### config.mk
export PLATFORM = sky130hd
export DESIGN_NAME = peripheral_bus_bridge_flat
export DESIGN_NICKNAME = d
export VERILOG_FILES = /design/src/rtl/peripheral_bus_pkg.sv /design/src/rtl/peripheral_register_interface.sv /design/src/rtl/peripheral_bus_decode.sv /design/src/rtl/peripheral_bus_bridge.sv /design/src/flat_wrapper.sv
export SDC_FILE = /design/constraint.sdc
export NUM_CORES = 1
export LEC_CHECK = 0
export BUFFER_PORTS_ARGS = -buffer_cell sky130_fd_sc_hd__buf_2
export CAP_MARGIN = 40
export CORE_MARGIN = 5
export CORE_UTILIZATION = 48
export DETAILED_ROUTE_END_ITERATION = 6
export GPL_TIMING_DRIVEN = 0
export PLACE_DENSITY = 0.95
export SKIP_CTS_REPAIR_TIMING = 1
export SKIP_LAST_GASP = 1
export SLEW_MARGIN = 20
export SYNTH_ARGS = -nofsm -noshare
export SYNTH_HDL_FRONTEND = slang
export SYNTH_SLANG_ARGS = --single-unit
### constraint.sdc
create_clock -name clk -period 6.5 [get_ports clk]
set_clock_uncertainty 0.15 [all_clocks]
set_input_delay 0.65 -clock clk [delete_from_list [all_inputs] [get_ports clk]]
set_output_delay 0.65 -clock clk [all_outputs]
set_load 0.005 [all_outputs]
### src/rtl/peripheral_bus_pkg.sv
// Shared types and widths for the peripheral bus bridge.
// Imported by the bridge, its decoder and the register interface.
package peripheral_bus_pkg;

  typedef enum logic [1:0] {
    IDLE,
    ACCESS,
    RESP
  } bridge_state_t;

  localparam int DATA_WIDTH = 32;
  localparam int DEF_BUS_ADDR_WIDTH = 8;

endpackage

### src/rtl/peripheral_register_interface.sv
// Register-file side of the bridge: one-hot write strobes,
// shared write data and per-register read data.
interface peripheral_register_interface #(
  parameter int REGS = 3
);
  import peripheral_bus_pkg::*;

  logic [REGS-1:0]       write_en;
  logic [DATA_WIDTH-1:0] data_in;
  logic [DATA_WIDTH-1:0] data_out [REGS];

  modport driver (
    output write_en,
    output data_in,
    input  data_out
  );

  modport peripheral (
    input  write_en,
    input  data_in,
    output data_out
  );

endinterface

### src/rtl/peripheral_bus_decode.sv
// Full-width address decode: one-hot write strobe plus range flag.
// Upper address bits never alias onto a register.
module peripheral_bus_decode
  import peripheral_bus_pkg::*;
#(
  parameter int REGS           = 3,
  parameter int BUS_ADDR_WIDTH = DEF_BUS_ADDR_WIDTH
) (
  input  logic [BUS_ADDR_WIDTH-1:0] addr,
  input  logic                      enable,
  output logic [REGS-1:0]           write_en,
  output logic                      in_range
);

  logic hit;

  always_comb begin
    write_en = '0;
    in_range = 1'b0;
    hit      = 1'b0;
    for (int i = 0; i < REGS; i++) begin
      hit         = (addr == BUS_ADDR_WIDTH'(i));
      write_en[i] = enable & hit;
      in_range    = in_range | hit;
    end
  end

endmodule

### src/rtl/peripheral_bus_bridge.sv
// Valid/ready bus to register-file bridge: one request at a time,
// IDLE -> ACCESS -> RESP with a held response.
module peripheral_bus_bridge
  import peripheral_bus_pkg::*;
#(
  parameter int REGS           = 3,
  parameter int BUS_ADDR_WIDTH = DEF_BUS_ADDR_WIDTH
) (
  input  logic                      clk,
  input  logic                      reset,
  input  logic                      req_valid,
  output logic                      req_ready,
  input  logic                      req_write,
  input  logic [BUS_ADDR_WIDTH-1:0] req_addr,
  input  logic [DATA_WIDTH-1:0]     req_wdata,
  output logic                      resp_valid,
  input  logic                      resp_ready,
  output logic [DATA_WIDTH-1:0]     resp_rdata,
  output logic                      resp_error,
  peripheral_register_interface.driver reg_io
);

  bridge_state_t state;

  logic                      write_q;
  logic [BUS_ADDR_WIDTH-1:0] addr_q;
  logic [DATA_WIDTH-1:0]     wdata_q;
  logic [REGS-1:0]           dec_we;
  logic                      in_range;
  logic                      in_access;
  logic [DATA_WIDTH-1:0]     rd_mux;

  assign in_access = (state == ACCESS);

  peripheral_bus_decode #(
    .REGS           (REGS),
    .BUS_ADDR_WIDTH (BUS_ADDR_WIDTH)
  ) u_decode (
    .addr     (addr_q),
    .enable   (in_access & write_q),
    .write_en (dec_we),
    .in_range (in_range)
  );

  // Strobes come straight from registered state, so reset kills them at once.
  assign reg_io.write_en = dec_we;
  assign reg_io.data_in  = in_access ? wdata_q : '0;

  always_comb begin
    rd_mux = '0;
    for (int i = 0; i < REGS; i++) begin
      if (addr_q == BUS_ADDR_WIDTH'(i)) rd_mux = reg_io.data_out[i];
    end
  end

  always_ff @(posedge clk or posedge reset) begin
    if (reset) begin
      state      <= IDLE;
      req_ready  <= 1'b1;
      resp_valid <= 1'b0;
      resp_rdata <= '0;
      resp_error <= 1'b0;
      write_q    <= 1'b0;
      addr_q     <= '0;
      wdata_q    <= '0;
    end else begin
      unique case (state)
        IDLE: begin
          if (req_valid) begin
            state     <= ACCESS;
            req_ready <= 1'b0;
            write_q   <= req_write;
            addr_q    <= req_addr;
            wdata_q   <= req_wdata;
          end
        end
        ACCESS: begin
          state      <= RESP;
          resp_valid <= 1'b1;
          resp_error <= ~in_range;
          resp_rdata <= (in_range && !write_q) ? rd_mux : '0;
        end
        RESP: begin
          if (resp_ready) begin
            state      <= IDLE;
            req_ready  <= 1'b1;
            resp_valid <= 1'b0;
            resp_rdata <= '0;
            resp_error <= 1'b0;
          end
        end
        default: state <= IDLE;
      endcase
    end
  end

endmodule
### src/flat_wrapper.sv
// flat-port wrapper written by rule: the top's interface ports become plain ports
module peripheral_bus_bridge_flat import peripheral_bus_pkg::*;
#(
  parameter int REGS           = 3,
  parameter int BUS_ADDR_WIDTH = DEF_BUS_ADDR_WIDTH
)
  (clk, reset, req_valid, req_ready, req_write, req_addr, req_wdata, resp_valid, resp_ready, resp_rdata, resp_error, reg_io_write_en, reg_io_data_in, reg_io_data_out);
  peripheral_register_interface #(.REGS(REGS)) reg_io_i ();
  input  logic clk;
  input  logic reset;
  input  logic req_valid;
  output logic req_ready;
  input  logic req_write;
  input  logic [BUS_ADDR_WIDTH-1:0] req_addr;
  input  logic [DATA_WIDTH-1:0] req_wdata;
  output logic resp_valid;
  input  logic resp_ready;
  output logic [DATA_WIDTH-1:0] resp_rdata;
  output logic resp_error;
  output wire logic [$bits(reg_io_i.write_en)-1:0] reg_io_write_en;
  output wire logic [$bits(reg_io_i.data_in)-1:0] reg_io_data_in;
  input wire logic [$bits(reg_io_i.data_out)-1:0] reg_io_data_out;
  assign reg_io_write_en = reg_io_i.write_en;
  assign reg_io_data_in = reg_io_i.data_in;
  assign reg_io_i.data_out = {>>{reg_io_data_out}};
  peripheral_bus_bridge #(.REGS(REGS), .BUS_ADDR_WIDTH(BUS_ADDR_WIDTH)) u_core (.clk(clk), .reset(reset), .req_valid(req_valid), .req_ready(req_ready), .req_write(req_write), .req_addr(req_addr), .req_wdata(req_wdata), .resp_valid(resp_valid), .resp_ready(resp_ready), .resp_rdata(resp_rdata), .resp_error(resp_error), .reg_io(reg_io_i));
endmodule
==> results.yml <==
run_status:
  outcome: "finished clean"
timing:
  max_freq_ghz: 0.343
  hold_violations: 0
  rsz0062_at_grt: "false"
  setup_viol: 0
  fin_crit_ns: 2.91
  slew_viol_final: 0
  post-route-period-util_pct: 44.8
  slew_headroom_pct: 61.0
  worst_pin_slew_ns: 0.585
  hold_ws_ns: 0.143
  setup_tns_ns: 0
clock_network:
  clkTransAtPathRegs_ns: 0.09
  root_buffer: "clkbuf_8"
  h-tree-depth: 3
  cts_made_buffers: 9
  clockBufferDepth: 2
  cts_tree: "yes"
  worstSkewPairLatency_ns: 0.32
  cts_sinks: 78
yosys:
  yosys_warnings: 0
  ys_types: 27
  ys_seq_area_share_pct: 50.9
  synth.cell_area_sq_um: 3830
  synth_fp_nets: 450
  synthCells: 309
  synth-seq-cells: 78
  synth.avg_cell_area_sq_um: 12.4
cells_and_area:
  syn_to_final_growth_pct: 37.1
  fin_area_sq_um: 5260
  diodes: 0
  stdcell_count: 638
  final_layout_size_suffix_gt1_share_pct: 52.6
  utilization_pct: 67.7
  nets: 672
floorplanning:
  core_sq_um: 7770
  initial_utilization_pct: 49.4
  rows: 32
  die_w_microns: 99.4
  dieArea_sq_um: 9880
  dieHeight_microns: 99.4
  num_io_pins: 211
drt:
  routedWlPerCell_microns: 18.4
  drt_iter0_markers: 123
  vias: 3531
  wirelength_microns: 11800
  via_per_inst: 5.53
  drc: 0
  dr.pass1.iters: 4
  antenna_left: 0
power_and_ir_drop:
  p_per_area_nw_per_um2: 347
  power_leakage_nw: 2.75
  ir_drop_v: 0.000222
global_routing:
  grt_max_degree: 53
  grt_pass1_wl_microns: 18700
  overflow: 0
  antenna_found_initial: 0
  grt_pass1_vias: 3838
  track_usage_pct: 23.5
placed_design:
  dp_cells: 622
  port_buffers: 210
  place_hpwl_microns: 9200
  dpl-instance-area_sq_um: 5040
  gp_congestion: 0.925
run:
  drv_cap: 0
worst_setup_path:
  path_max_fanout: 10
  cp-end-kind: "primary output"
  timing.rr.end: "u_core.resp_rdata[24]"
  cp.arrival_ns: 2.11
  crit_path_start_kind: "flop"
  rr_startpoint: "u_core.state[1]"
  reg2reg_slack_ns: 4.33
  crit_path_end: "reg_io_data_in[5]"
  worstPathRequired_ns: 5.70
  ff2ff_path_depth: 5
  crit_type: "reg2out"
  crit_start: "u_core.state[1]"
worst_hold_path:
  hold_path_class: "in2async"
==> routing by layer <==
metal	share of wire (%)	vias to the layer above	global-route usage [%]	routed length [microns]
met5	0	-	0	0
met4	2.7	0	8.93	321
met3	9.1	25	7.29	1070
met2	52	171	42.0	6070
met1	37	1730	26.1	4300
li1	-	1605	-	-
==> final cells by class <==
class                           count  area [sq um]
Clock inverter                      7          88.8
Inverter                            6          25.0
Clock buffer                        9           124
Multi-Input combinational cell    195          1690
Tap cell                          102           128
Sequential cell                    78          1950
Buffer                             30           165
Fill cell                         622          2510
Timing Repair Buffer              211          1080
==> worst max-delay path, stage by stage (launching register included) <==
cell      delay, ns
dfrtp_1        0.38
buf_6          0.13
nor2b_1        0.10
clkbuf_1       0.44
clkbuf_1       0.44
and2_1         0.19
buf_2          0.11
==> logic make-up (layout without fill, tap and decap cells) <==
group	Yosys count	in the layout	share of synthesized area, %
flip-flops	78	78	50.9
AND/OR/NAND/NOR	83	83	15.5
AO/OA/AOI/OAI	71	71	16.7
buffers and inverters	36	263	4.89
multiplexers	41	41	12.0
==> registers in the layout (all words and copies together) (netlist names) <==
| name | cells |
|---|---|
| u_core.write_q | 1 |
| u_core.state | 2 |
| u_core.resp_error | 1 |
| u_core.resp_valid | 1 |
| u_core.resp_rdata | 32 |
| u_core.wdata_q | 32 |
| u_core.addr_q | 8 |
| u_core.req_ready | 1 |
==> worst min path at each step <==
stage	start	endpoint	slack, ns	cells after the start
6_report	reset	u_core.resp_rdata[17]	0.14	2
5_1_grt	reset	u_core.resp_rdata[25]	0.15	2
4_1_cts	reset	u_core.resp_rdata[27]	0.14	2
3_5_place_dp	u_core.wdata_q[1]	u_core.wdata_q[1]	0.34	1
3_3_place_gp	u_core.wdata_q[14]	u_core.wdata_q[14]	0.33	1
2_1_floorplan	u_core.wdata_q[23]	u_core.wdata_q[23]	0.32	1
==> cell usage in the layout, fill, tap and decap left out, drive strengths merged <==
cell type and n:
buf 219, dfrtp 77, mux2 41, a22o 32
nor3b 32, a221o 32, and2 32, clkbuf 31
inv 6, a21oi 5, clkinv 5, nor2 3
nor2b 3, nand2 2, and3 2, bufinv 2
nor4 2, nand2b 1, or4 1, or4b 1
or2 1, nor4b 1, and3b 1, a221oi 1
nand3 1, o21ai 1, dfstp 1
==> Yosys cell counts <==
cell | instances | area (sq um)
a221oi_1 | 1 | 8.76
o21ai_0 | 1 | 5.00
dfrtp_1 | 77 | 1930
buf_6 | 7 | 78.8
or4_4 | 1 | 11.3
nor2_1 | 3 | 11.3
and3b_1 | 1 | 8.76
mux2_2 | 41 | 462
nand2b_1 | 1 | 6.26
nor4_1 | 1 | 6.26
and3_1 | 2 | 12.5
or4b_4 | 1 | 13.8
nand3_1 | 1 | 5.00
and2_1 | 32 | 200
nand2_1 | 2 | 7.51
nor2b_1 | 3 | 18.8
nor4b_4 | 1 | 23.8
nor3b_1 | 32 | 240
a221o_1 | 32 | 320
inv_1 | 6 | 22.5
a22o_1 | 32 | 280
dfstp_2 | 1 | 26.3
nor4_4 | 1 | 21.3
clkbuf_1 | 22 | 82.6
buf_1 | 1 | 3.75
a21oi_1 | 5 | 25.0
or2_2 | 1 | 6.26
==> report_power, final <==
part	total [W]	internal, W	switching [W]
logic	0.000710	0.000360	0.000350
registers	0.000722	0.000637	0.0000856
clock network	0.000392	0.000215	0.000177
total	0.00182	0.00121	0.000613
==> metrics by stage <==
step	power (W)	worst slack, ns
after floorplan	0.00119	3.71
after global placement	0.00140	2.84
after detailed placement	0.00145	3.94
after CTS	0.00184	3.57
after global routing	0.00195	3.43
final	0.00182	3.59
Note: power is estimated with default switching activity, not from simulation.
